<file path="src/rtl/vga_pkg.sv">
// Shared raster timing constants and helpers for the VGA pipeline.
// Defaults describe 640x480 at 60 Hz; renderers reuse the total helpers for their bounds.
package vga_pkg;

    localparam int COORD_W = 11;

    localparam int H_ACTIVE_DEF        = 640;
    localparam int H_FP_DEF            = 16;
    localparam int H_SYNC_DEF          = 96;
    localparam int H_BP_DEF            = 48;
    localparam int V_ACTIVE_DEF        = 480;
    localparam int V_FP_DEF            = 10;
    localparam int V_SYNC_DEF          = 2;
    localparam int V_BP_DEF            = 33;
    localparam int CLK_DIV_DEF         = 2;
    localparam int SYNC_ACTIVE_LOW_DEF = 1;

    function automatic int h_total(input int active, input int fp, input int sync, input int bp);
        return active + fp + sync + bp;
    endfunction

    function automatic int v_total(input int active, input int fp, input int sync, input int bp);
        return active + fp + sync + bp;
    endfunction

endpackage

</file>
<file path="src/rtl/vga_pix_clk_en.sv">
// Divides the system clock into a pixel-rate enable; en low freezes the divider.
// tick_o is the combinational "advance now" term, pix_en_o is its registered copy.
module pix_clk_en #(
    parameter int CLK_DIV = 2
) (
    input  logic clk,
    input  logic reset,
    input  logic en_i,
    output logic tick_o,
    output logic pix_en_o
);

    localparam int DIV_W = (CLK_DIV > 1) ? $clog2(CLK_DIV) : 1;
    localparam logic [DIV_W-1:0] DIV_LAST = DIV_W'(CLK_DIV - 1);
    localparam logic [DIV_W-1:0] DIV_ONE  = DIV_W'(1);

    logic [DIV_W-1:0] div_cnt_q, div_cnt_d;
    logic             pix_en_q, pix_en_d;
    logic             tick;

    always_comb begin
        tick      = en_i && (div_cnt_q == DIV_LAST);
        div_cnt_d = div_cnt_q;
        pix_en_d  = tick;
        if (en_i) begin
            div_cnt_d = tick ? '0 : div_cnt_q + DIV_ONE;
        end
    end

    always_ff @(posedge clk or posedge reset) begin
        if (reset) begin
            div_cnt_q <= '0;
            pix_en_q  <= 1'b0;
        end else begin
            div_cnt_q <= div_cnt_d;
            pix_en_q  <= pix_en_d;
        end
    end

    assign tick_o   = tick;
    assign pix_en_o = pix_en_q;

endmodule

</file>
<file path="src/rtl/vga_timing_gen.sv">
// Raster scan producer: pixel/line counters plus blank and sync decode.
// Every output is registered from next-state values so all of them describe the same pixel.
module vga_timing_gen
    import vga_pkg::*;
#(
    parameter int H_ACTIVE        = H_ACTIVE_DEF,
    parameter int H_FP            = H_FP_DEF,
    parameter int H_SYNC          = H_SYNC_DEF,
    parameter int H_BP            = H_BP_DEF,
    parameter int V_ACTIVE        = V_ACTIVE_DEF,
    parameter int V_FP            = V_FP_DEF,
    parameter int V_SYNC          = V_SYNC_DEF,
    parameter int V_BP            = V_BP_DEF,
    parameter int CLK_DIV         = CLK_DIV_DEF,
    parameter int SYNC_ACTIVE_LOW = SYNC_ACTIVE_LOW_DEF
) (
    input  logic               clk,
    input  logic               reset,
    input  logic               en,
    output logic [COORD_W-1:0] hcount,
    output logic [COORD_W-1:0] vcount,
    output logic               blank,
    output logic               hsync,
    output logic               vsync,
    output logic               pix_en,
    output logic               line_start,
    output logic               frame_start
);

    localparam int H_TOTAL = h_total(H_ACTIVE, H_FP, H_SYNC, H_BP);
    localparam int V_TOTAL = v_total(V_ACTIVE, V_FP, V_SYNC, V_BP);

    localparam logic [COORD_W-1:0] H_LAST   = COORD_W'(H_TOTAL - 1);
    localparam logic [COORD_W-1:0] V_LAST   = COORD_W'(V_TOTAL - 1);
    localparam logic [COORD_W-1:0] H_ACT    = COORD_W'(H_ACTIVE);
    localparam logic [COORD_W-1:0] V_ACT    = COORD_W'(V_ACTIVE);
    localparam logic [COORD_W-1:0] HS_FIRST = COORD_W'(H_ACTIVE + H_FP);
    localparam logic [COORD_W-1:0] HS_LAST  = COORD_W'(H_ACTIVE + H_FP + H_SYNC - 1);
    localparam logic [COORD_W-1:0] VS_FIRST = COORD_W'(V_ACTIVE + V_FP);
    localparam logic [COORD_W-1:0] VS_LAST  = COORD_W'(V_ACTIVE + V_FP + V_SYNC - 1);
    localparam logic [COORD_W-1:0] ONE      = COORD_W'(1);
    localparam logic               SYNC_ON  = (SYNC_ACTIVE_LOW != 0) ? 1'b0 : 1'b1;

    if (CLK_DIV < 1 || H_FP < 1 || H_SYNC < 1 || H_BP < 1 ||
        V_FP < 1 || V_SYNC < 1 || V_BP < 1 ||
        H_TOTAL > 2047 || V_TOTAL > 2047) begin : g_bad_params
        $error("vga_timing_gen: illegal timing parameters");
    end

    logic [COORD_W-1:0] hcount_q, hcount_d;
    logic [COORD_W-1:0] vcount_q, vcount_d;
    logic               blank_q, blank_d;
    logic               hsync_q, hsync_d;
    logic               vsync_q, vsync_d;
    logic               line_start_q, line_start_d;
    logic               frame_start_q, frame_start_d;
    logic               tick;

    pix_clk_en #(
        .CLK_DIV (CLK_DIV)
    ) u_pix_clk_en (
        .clk      (clk),
        .reset    (reset),
        .en_i     (en),
        .tick_o   (tick),
        .pix_en_o (pix_en)
    );

    // Decode is taken from the next-state counters so it lands in the same register stage.
    always_comb begin
        hcount_d      = hcount_q;
        vcount_d      = vcount_q;
        line_start_d  = 1'b0;
        frame_start_d = 1'b0;
        if (tick) begin
            if (hcount_q == H_LAST) begin
                hcount_d     = '0;
                line_start_d = 1'b1;
                if (vcount_q == V_LAST) begin
                    vcount_d      = '0;
                    frame_start_d = 1'b1;
                end else begin
                    vcount_d = vcount_q + ONE;
                end
            end else begin
                hcount_d = hcount_q + ONE;
            end
        end
        blank_d = (hcount_d >= H_ACT) || (vcount_d >= V_ACT);
        hsync_d = ((hcount_d >= HS_FIRST) && (hcount_d <= HS_LAST)) ? SYNC_ON : ~SYNC_ON;
        vsync_d = ((vcount_d >= VS_FIRST) && (vcount_d <= VS_LAST)) ? SYNC_ON : ~SYNC_ON;
    end

    always_ff @(posedge clk or posedge reset) begin
        if (reset) begin
            hcount_q      <= '0;
            vcount_q      <= '0;
            blank_q       <= 1'b0;
            hsync_q       <= ~SYNC_ON;
            vsync_q       <= ~SYNC_ON;
            line_start_q  <= 1'b0;
            frame_start_q <= 1'b0;
        end else begin
            hcount_q      <= hcount_d;
            vcount_q      <= vcount_d;
            blank_q       <= blank_d;
            hsync_q       <= hsync_d;
            vsync_q       <= vsync_d;
            line_start_q  <= line_start_d;
            frame_start_q <= frame_start_d;
        end
    end

    assign hcount      = hcount_q;
    assign vcount      = vcount_q;
    assign blank       = blank_q;
    assign hsync       = hsync_q;
    assign vsync       = vsync_q;
    assign line_start  = line_start_q;
    assign frame_start = frame_start_q;

endmodule

</file>
<file path="config.mk">
export PLATFORM = sky130hd
export DESIGN_NAME = vga_timing_gen
export DESIGN_NICKNAME = d
export VERILOG_FILES = /design/src/rtl/vga_pkg.sv /design/src/rtl/vga_pix_clk_en.sv /design/src/rtl/vga_timing_gen.sv
export SDC_FILE = /design/constraint.sdc
export NUM_CORES = 1
export LEC_CHECK = 0
export BUFFER_PORTS_ARGS = -buffer_cell sky130_fd_sc_hd__clkbuf_2
export CAP_MARGIN = 20
export CELL_PAD_IN_SITES_DETAIL_PLACEMENT = 0
export CELL_PAD_IN_SITES_GLOBAL_PLACEMENT = 1
export CORE_ASPECT_RATIO = 0.75
export CORE_UTILIZATION = 26
export DETAILED_ROUTE_END_ITERATION = 10
export PLACE_DENSITY_LB_ADDON = 0.1
export SLEW_MARGIN = 20
export SYNTH_ARGS = -nofsm -noshare
export SYNTH_HDL_FRONTEND = slang
export SYNTH_SLANG_ARGS = --single-unit
export TNS_END_PERCENT = 1
</file>
<file path="constraint.sdc">
create_clock -name clk -period 5.4 [get_ports clk]
set_clock_uncertainty 0.1 [all_clocks]
set_input_delay 0.81 -clock clk [delete_from_list [all_inputs] [get_ports clk]]
set_output_delay 0.81 -clock clk [all_outputs]
set_load 0.005 [all_outputs]
</file>
==> metrics.yaml, run 1 <==
status:
  outcome: "completed"
timing:
  slew-limit-headroom: 0.342
  timing.setup.tns_ns: 0
  drv_slew: 0
  layout_worst_path_cycle_share: 0.520
  timing_hold_violations_final: 0
  rsz0062_at_grt: "false"
  finalSetupViolCount: 0
  timing_worst_slew_pin_value_ns: 0.978
  max_clock_freq_mhz: 356
  post-route-min-period_ns: 2.81
global_route:
  wire_length_of_the_first_global_routing_pass_mm: 7.16
  gr-total-overflow: 0
  vias_in_the_first_global_route: 1367
  antenna_violations_before_repair: 0
  grt_use_total: 0.142
  grt_start_max_net_pins: 30
worst_hold_path:
  timing.hold.worst_path_depth: 1
  holdCritPathClass: "reg -> reg"
  hold_end: "u_pix_clk_en.div_cnt_q"
  hp-start: "u_pix_clk_en.div_cnt_q"
pwr:
  leakagePower_nw: 0.831
  power-per-cell-area_mw_per_mm2: 284
  ir_drop_worst_vdd_uv: 141
synthesis:
  syn_avg_cell_area_um2: 9.15
  post_synth_mux_area_share: 0.0194
  compound_cell_area_share_of_the_yosys_netlist: 0.153
  largest_family_of_logic_cells_by_synthesized_area: "simple AND/OR/NAND/NOR gates"
  synth-simple-area-share: 0.242
  synth_flop_cell: "dfrtp_1"
  synth.lib_cells_used.distinct: 42
  synth_area_mm2: 0.00161
  synth_edf_count: 0
  synth_seq_area_share: 0.452
  synth-async-reset-ratio: 1.00
  synth.yosys.warnings: 0
  synth-adder-area-share: 0.0233
  yosys.area_share.xor_xnor: 0.0598
  synthesized_instance_count: 176
  seq_cells_post_synth: 29
  syn-num-nets: 182
final_layout:
  layout.nets: 213
  area_growth_pct: 19.3
  antenna_cells: 0
  finalInstanceArea_mm2: 0.00192
  proportion_of_layout_cells_with_a_drive_suffix_above_1: 0.221
placement:
  postPlaceCellArea_mm2: 0.00182
  post-dp-hpwl_mm: 3.01
  routabilityCongestion: 0.789
  port-buffer-count: 30
cts:
  cts.repair_timing.setup_buffer_count: 0
  max-clock-path-buffers: 2
  cts-resized-gates: 0
  cts.htree.levels: 2
  master_cell_of_the_clock_root_buffer: "clkbuf_8"
  cts-buffers-inserted: 5
  cts_tree: "yes"
  clock_insertion_delay_worst_skew_ns: 0.27
  clkTransAtPathRegs_ns: 0.07
  cts_hold_repair.buffers: 0
  tritoncts_sink_count: 29
floorplan:
  initial_core_util: 0.274
  die_height_um: 70.2
  die_width_um: 92.9
  floorplan.io_pins: 31
  die_area_mm2: 0.00652
  core.rowCount: 24
  floorplan.core_area_mm2: 0.00589
worst_setup_path:
  r2r_cells: 7
  critPathArrivalTime_ns: 2.91
  reg2reg_setup_slack_ns: 2.59
  path_class: "reg -> reg"
  timing.rr.start: "hcount[5]"
  path_max_fanout: 19
  critical_path_buf_inv_count: 1
  critical_path.max_stage_delay_ns: 0.78
  timing.critical_path.cells: "or4_1, or4_1, clkinv_4, nor2_2, nor2_1, a31oi_1, or3b_1"
  critical-path-slowest-cell: "or4_1"
  largest_delay_contributor_family_on_the_critical_path: "simple AND/OR/NAND/NOR gates"
  worstReg2RegEnd: "hsync"
  required_ns: 5.50
  start_kind: "register"
  cp-end-kind: "register"
  critical-path-top-cell-by-count: "or4_1"
routing:
  routed_via_density: 4.99
  antenna_left: 0
  route.vias.total: 1427
  routed_wirelength_mm: 4.20
  remaining_drc_errors: 0
  route.met3.wl_um: 252
  wl_met2_mm: 1.60
  highest_layer: "met4"
  detail_route.wirelength.met1_mm: 2.31
  drtIter0Drc: 87
  number_of_detailed_route_iterations_in_the_first_pass: 4
  wire_per_inst_um: 14.7
run:
  drv_cap: 0
per-stage QoR:
stage	utilization	setup WS, ns	hold WS, ns	instances	power, mW
after floorplan	-	3.09	0.388	176	0.314
after global placement	0.309	2.47	0.421	278	0.353
after detailed placement	0.309	2.43	0.416	278	0.350
after CTS	0.326	2.58	0.429	286	0.554
after global routing	0.326	2.48	0.472	286	0.586
final	0.326	2.59	0.431	286	0.545
synthesized netlist by cell type (2+ instances only):
library cell / n / area share
a21oi_1: 9 / 0.028
a31oi_1: 3 / 0.012
xnor2_1: 8 / 0.044
inv_1: 7 / 0.016
o31ai_1: 5 / 0.023
o21ai_0: 8 / 0.025
o22ai_1: 2 / 0.0078
ha_1: 3 / 0.023
nand4b_1: 2 / 0.011
o211ai_1: 2 / 0.0093
nor4_1: 2 / 0.0078
buf_4: 3 / 0.014
a21o_1: 3 / 0.014
dfrtp_1: 27 / 0.42
dfstp_2: 2 / 0.033
nor2_1: 13 / 0.030
nand4_1: 8 / 0.031
mux2i_1: 2 / 0.012
nand2b_1: 3 / 0.012
or4_1: 4 / 0.019
nor3_1: 4 / 0.012
clkbuf_1: 2 / 0.0047
nand3_1: 8 / 0.025
nand2_1: 24 / 0.056
xor2_1: 3 / 0.016
and4_1: 3 / 0.016
cells by family after synthesis:
| group | after synthesis |
|---|---|
| simple gates | 76 |
| compound gates | 39 |
| xor+xnor | 11 |
| flops | 29 |
| fa+ha+maj | 3 |
| buf+inv | 15 |
| mux | 3 |
sequential cells by signal (all words and copies together), names as in the netlist:
name                    cells
hcount                     11
vcount                     11
blank                       1
frame_start                 1
hsync                       1
line_start                  1
u_pix_clk_en.div_cnt_q      1
u_pix_clk_en.pix_en_o       1
vsync                       1
metal layers:
| layer | up-vias | GRT usage |
|---|---|---|
| li1 | 707 | - |
| met1 | 675 | 0.219 |
| met2 | 41 | 0.188 |
| met3 | 4 | 0.0425 |
| met4 | 0 | 0.0359 |
| met5 | - | 0 |
layout by cell type (no fill, tap or decap), drive strengths merged, types with 4 or more instances in the layout:
| cell type | netlist | routed |
|---|---|---|
| nor2 | 14 | 14 |
| nor3 | 4 | 4 |
| nand3 | 8 | 8 |
| nand4 | 8 | 8 |
| xnor2 | 8 | 8 |
| nand2 | 24 | 24 |
| clkbuf | 2 | 37 |
| inv | 7 | 7 |
| a21oi | 9 | 9 |
| o21ai | 9 | 9 |
| dfrtp | 27 | 27 |
| or4 | 4 | 4 |
| o31ai | 5 | 5 |
layout make-up:
cell class	count	area, um2
flip-flops and latches	29	728
inverters	8	35.0
clock inverters	1	5.00
multi-input cells	132	801
clock buffers	7	96.3
repair buffers	31	158
well taps	78	97.6
fillers	654	3970
report_power, final:
group	total, mW	internal, mW	switching, mW
clock	0.199	0.115	0.0835
sequential	0.275	0.240	0.0347
combinational	0.0720	0.0358	0.0362
how the worst max path moves through the flow:
stage,startpoint,cells past startpoint,end
2_1_floorplan,en,7,hsync
4_1_cts,hcount[5],7,hsync
3_5_place_dp,en,8,hsync
5_1_grt,hcount[5],7,hsync
3_3_place_gp,en,8,hsync
6_report,hcount[5],7,hsync
No activity file was read; power rests on OpenSTA's default activity.
==> run 2, diff against run 1 <==
- clock period: 5.4 -> 2.48 ns (I/O delays scaled with it)
==> run 2 against run 1 <==
- first-iteration DRC count down 13%
- cell count grew 5.9%
- sequential cell count stayed put
- largest cell class unchanged
- largest power group unchanged
==> metrics.yaml, run 2 (synthesized netlist as in run 1, its figures left out) <==
final_layout:
  multi_input_area_um2: 820  # +2.3%
  register_area_um2: 728  # unchanged
  antenna_cells: 0  # unchanged
  layout.nets: 230  # +8.0%
  finalInstanceArea_mm2: 0.00206  # +7.5%
  utilization: 0.351  # +0.0244
  layout_common_cells: "30 x clkbuf_2, 27 x dfrtp_1, 24 x nand2_1, 17 x buf_4, 13 x nor2_1"
  finalNonFillerCells: 303  # +5.9%
  final_common_cell: "clkbuf_2"
  proportion_of_layout_cells_with_a_drive_suffix_above_1: 0.302  # +0.0811
  area_growth_pct: 28.2
  n_fill_cell: 644  # -1.5%
worst_setup_path:
  path_max_fanout: 19  # unchanged
  critical-path-top-cell-by-count: "or4_4"
  timing.critical_path.cells: "or4_4, or4_4, buf_12, clkinv_4, nor2_1, mux2i_1, or3b_1"
  critical-path-slowest-cell: "or4_4"
  largest_delay_contributor_family_on_the_critical_path: "simple AND/OR/NAND/NOR gates"
  required_ns: 2.58  # -2.92 ns
  critical_path.max_stage_delay_ns: 0.54  # -0.24 ns
  path_class: "reg -> reg"
  critical_path_buf_inv_count: 2  # +1
  critPathArrivalTime_ns: 2.46  # -0.45 ns
  start_kind: "register"
  cp-end-kind: "register"
routing:
  routed_via_density: 4.89  # -2.0%
  routed_wirelength_mm: 4.45  # +6.0%
  antenna_left: 0  # unchanged
  drtIter0Drc: 76  # -13%
  number_of_detailed_route_iterations_in_the_first_pass: 4  # unchanged
  route.vias.total: 1482  # +3.9%
  wire_per_inst_um: 14.7  # about the same
  remaining_drc_errors: 0  # unchanged
timing:
  timing_worst_slew_pin_value_ns: 0.458  # -0.520 ns
  timing_hold_violations_final: 0  # unchanged
  layout_worst_path_cycle_share: 0.955  # +0.435
  finalSetupViolCount: 0  # unchanged
  post-route-min-period_ns: 2.37  # -0.438 ns
  max_clock_freq_mhz: 422  # +19%
  slew-limit-headroom: 0.692  # +0.350
  drv_slew: 0  # unchanged
  rsz0062_at_grt: "false"
  timing.setup.tns_ns: 0  # unchanged
cts:
  tritoncts_sink_count: 29  # unchanged
  clock_insertion_delay_worst_skew_ns: 0.28  # about the same
  cts.htree.levels: 2  # unchanged
  cts-buffers-inserted: 5  # unchanged
  max-clock-path-buffers: 2  # unchanged
  cts_hold_repair.buffers: 0  # unchanged
  cts_tree: "yes"
  clkTransAtPathRegs_ns: 0.07  # about the same
  master_cell_of_the_clock_root_buffer: "clkbuf_8"
placement:
  routabilityCongestion: 0.832  # +5.5%
  dp.cells: 295  # +6.1%
  port-buffer-count: 30  # unchanged
  postPlaceCellArea_mm2: 0.00196  # +7.7%
  post-dp-hpwl_mm: 3.29  # +9.4%
pwr:
  post-layout-total-power_mw: 1.16  # +110%
  power-per-cell-area_mw_per_mm2: 562  # +98%
  leakagePower_nw: 0.920  # +11%
  ir_drop_worst_vdd_uv: 373  # +170%
floorplan:
  floorplan.io_pins: 31  # unchanged
  floorplan.core_area_mm2: 0.00589  # unchanged
  core.rowCount: 24  # unchanged
  die_area_mm2: 0.00652  # unchanged
  die_height_um: 70.2  # unchanged
  initial_core_util: 0.274  # unchanged
  die_width_um: 92.9  # unchanged
global_route:
  antenna_violations_before_repair: 0  # unchanged
  gr-total-overflow: 0  # unchanged
  grt_use_total: 0.148  # +0.00623
  wire_length_of_the_first_global_routing_pass_mm: 7.49  # +4.6%
  grt_start_max_net_pins: 30  # unchanged
  vias_in_the_first_global_route: 1409  # +3.1%
run:
  drv_cap: 0  # unchanged
status:
  outcome: "completed"
worst_hold_path:
  holdCritPathClass: "in -> async"
==> run 2: worst reg2reg max path, stage by stage (launching register included) <==
cell and delay, ns:
dfrtp_1 0.38, or4_4 0.54, or4_4 0.44, buf_12 0.17, clkinv_4 0.09, nor2_1 0.08, mux2i_1 0.12, or3b_1 0.37
==> run 2: power breakdown <==
part / switching [mW] / leakage (nW) / total, mW / internal, mW
Sequential: 0.0602 / 0.388 / 0.583 / 0.523
Clock: 0.189 / 0.0439 / 0.382 / 0.193
Combinational: 0.101 / 0.488 / 0.194 / 0.0929
==> run 2: layout make-up <==
class,count,share of cell area
Timing Repair Buffer,48,0.144
Clock buffer,5,0.0333
Tap cell,78,0.0473
Clock inverter,3,0.00848
Sequential cell,29,0.353
Inverter,8,0.0170
Multi-Input combinational cell,132,0.397
==> run 2: routing by layer <==
layer,vias up,track usage,wire length [um]
li1,733,-,-
met1,711,0.242,2450
met2,36,0.188,1780
met3,2,0.0359,206
met4,0,0.0359,26
met5,-,0,0
==> run 2: final timing paths <==
kind / startpoint / endpoint / slack (ns) / cells after the start
max: hcount[5] / hsync / 0.11 / 7
min: reset / vcount[6] / 0.04 / 3
max reg2reg: hcount[5] / hsync / 0.11 / 7
min reg2reg: u_pix_clk_en.div_cnt_q / u_pix_clk_en.div_cnt_q / 0.44 / 1
max in group asynchronous: reset / hsync / 1.91 / 3
min in group clk: en / u_pix_clk_en.div_cnt_q / 0.23 / 2
==> run 2: metrics by stage <==
stage | worst slack [ns] | hold WS (ns)
2_1_floorplan | 0.224 | 0.349
3_3_place_gp | 0.104 | 0.350
3_5_place_dp | 0.0815 | 0.357
4_1_cts | 0.0558 | 0.0491
5_1_grt | 0.00289 | 0.0623
6_report | 0.111 | 0.0427
==> run 2: timing repair <==
| item | CTS | global route |
|---|---|---|
| setup endpoints to repair | 0 | 4 |
| buffers inserted | 0 | 0 |
| resized for setup | 0 | 5 |
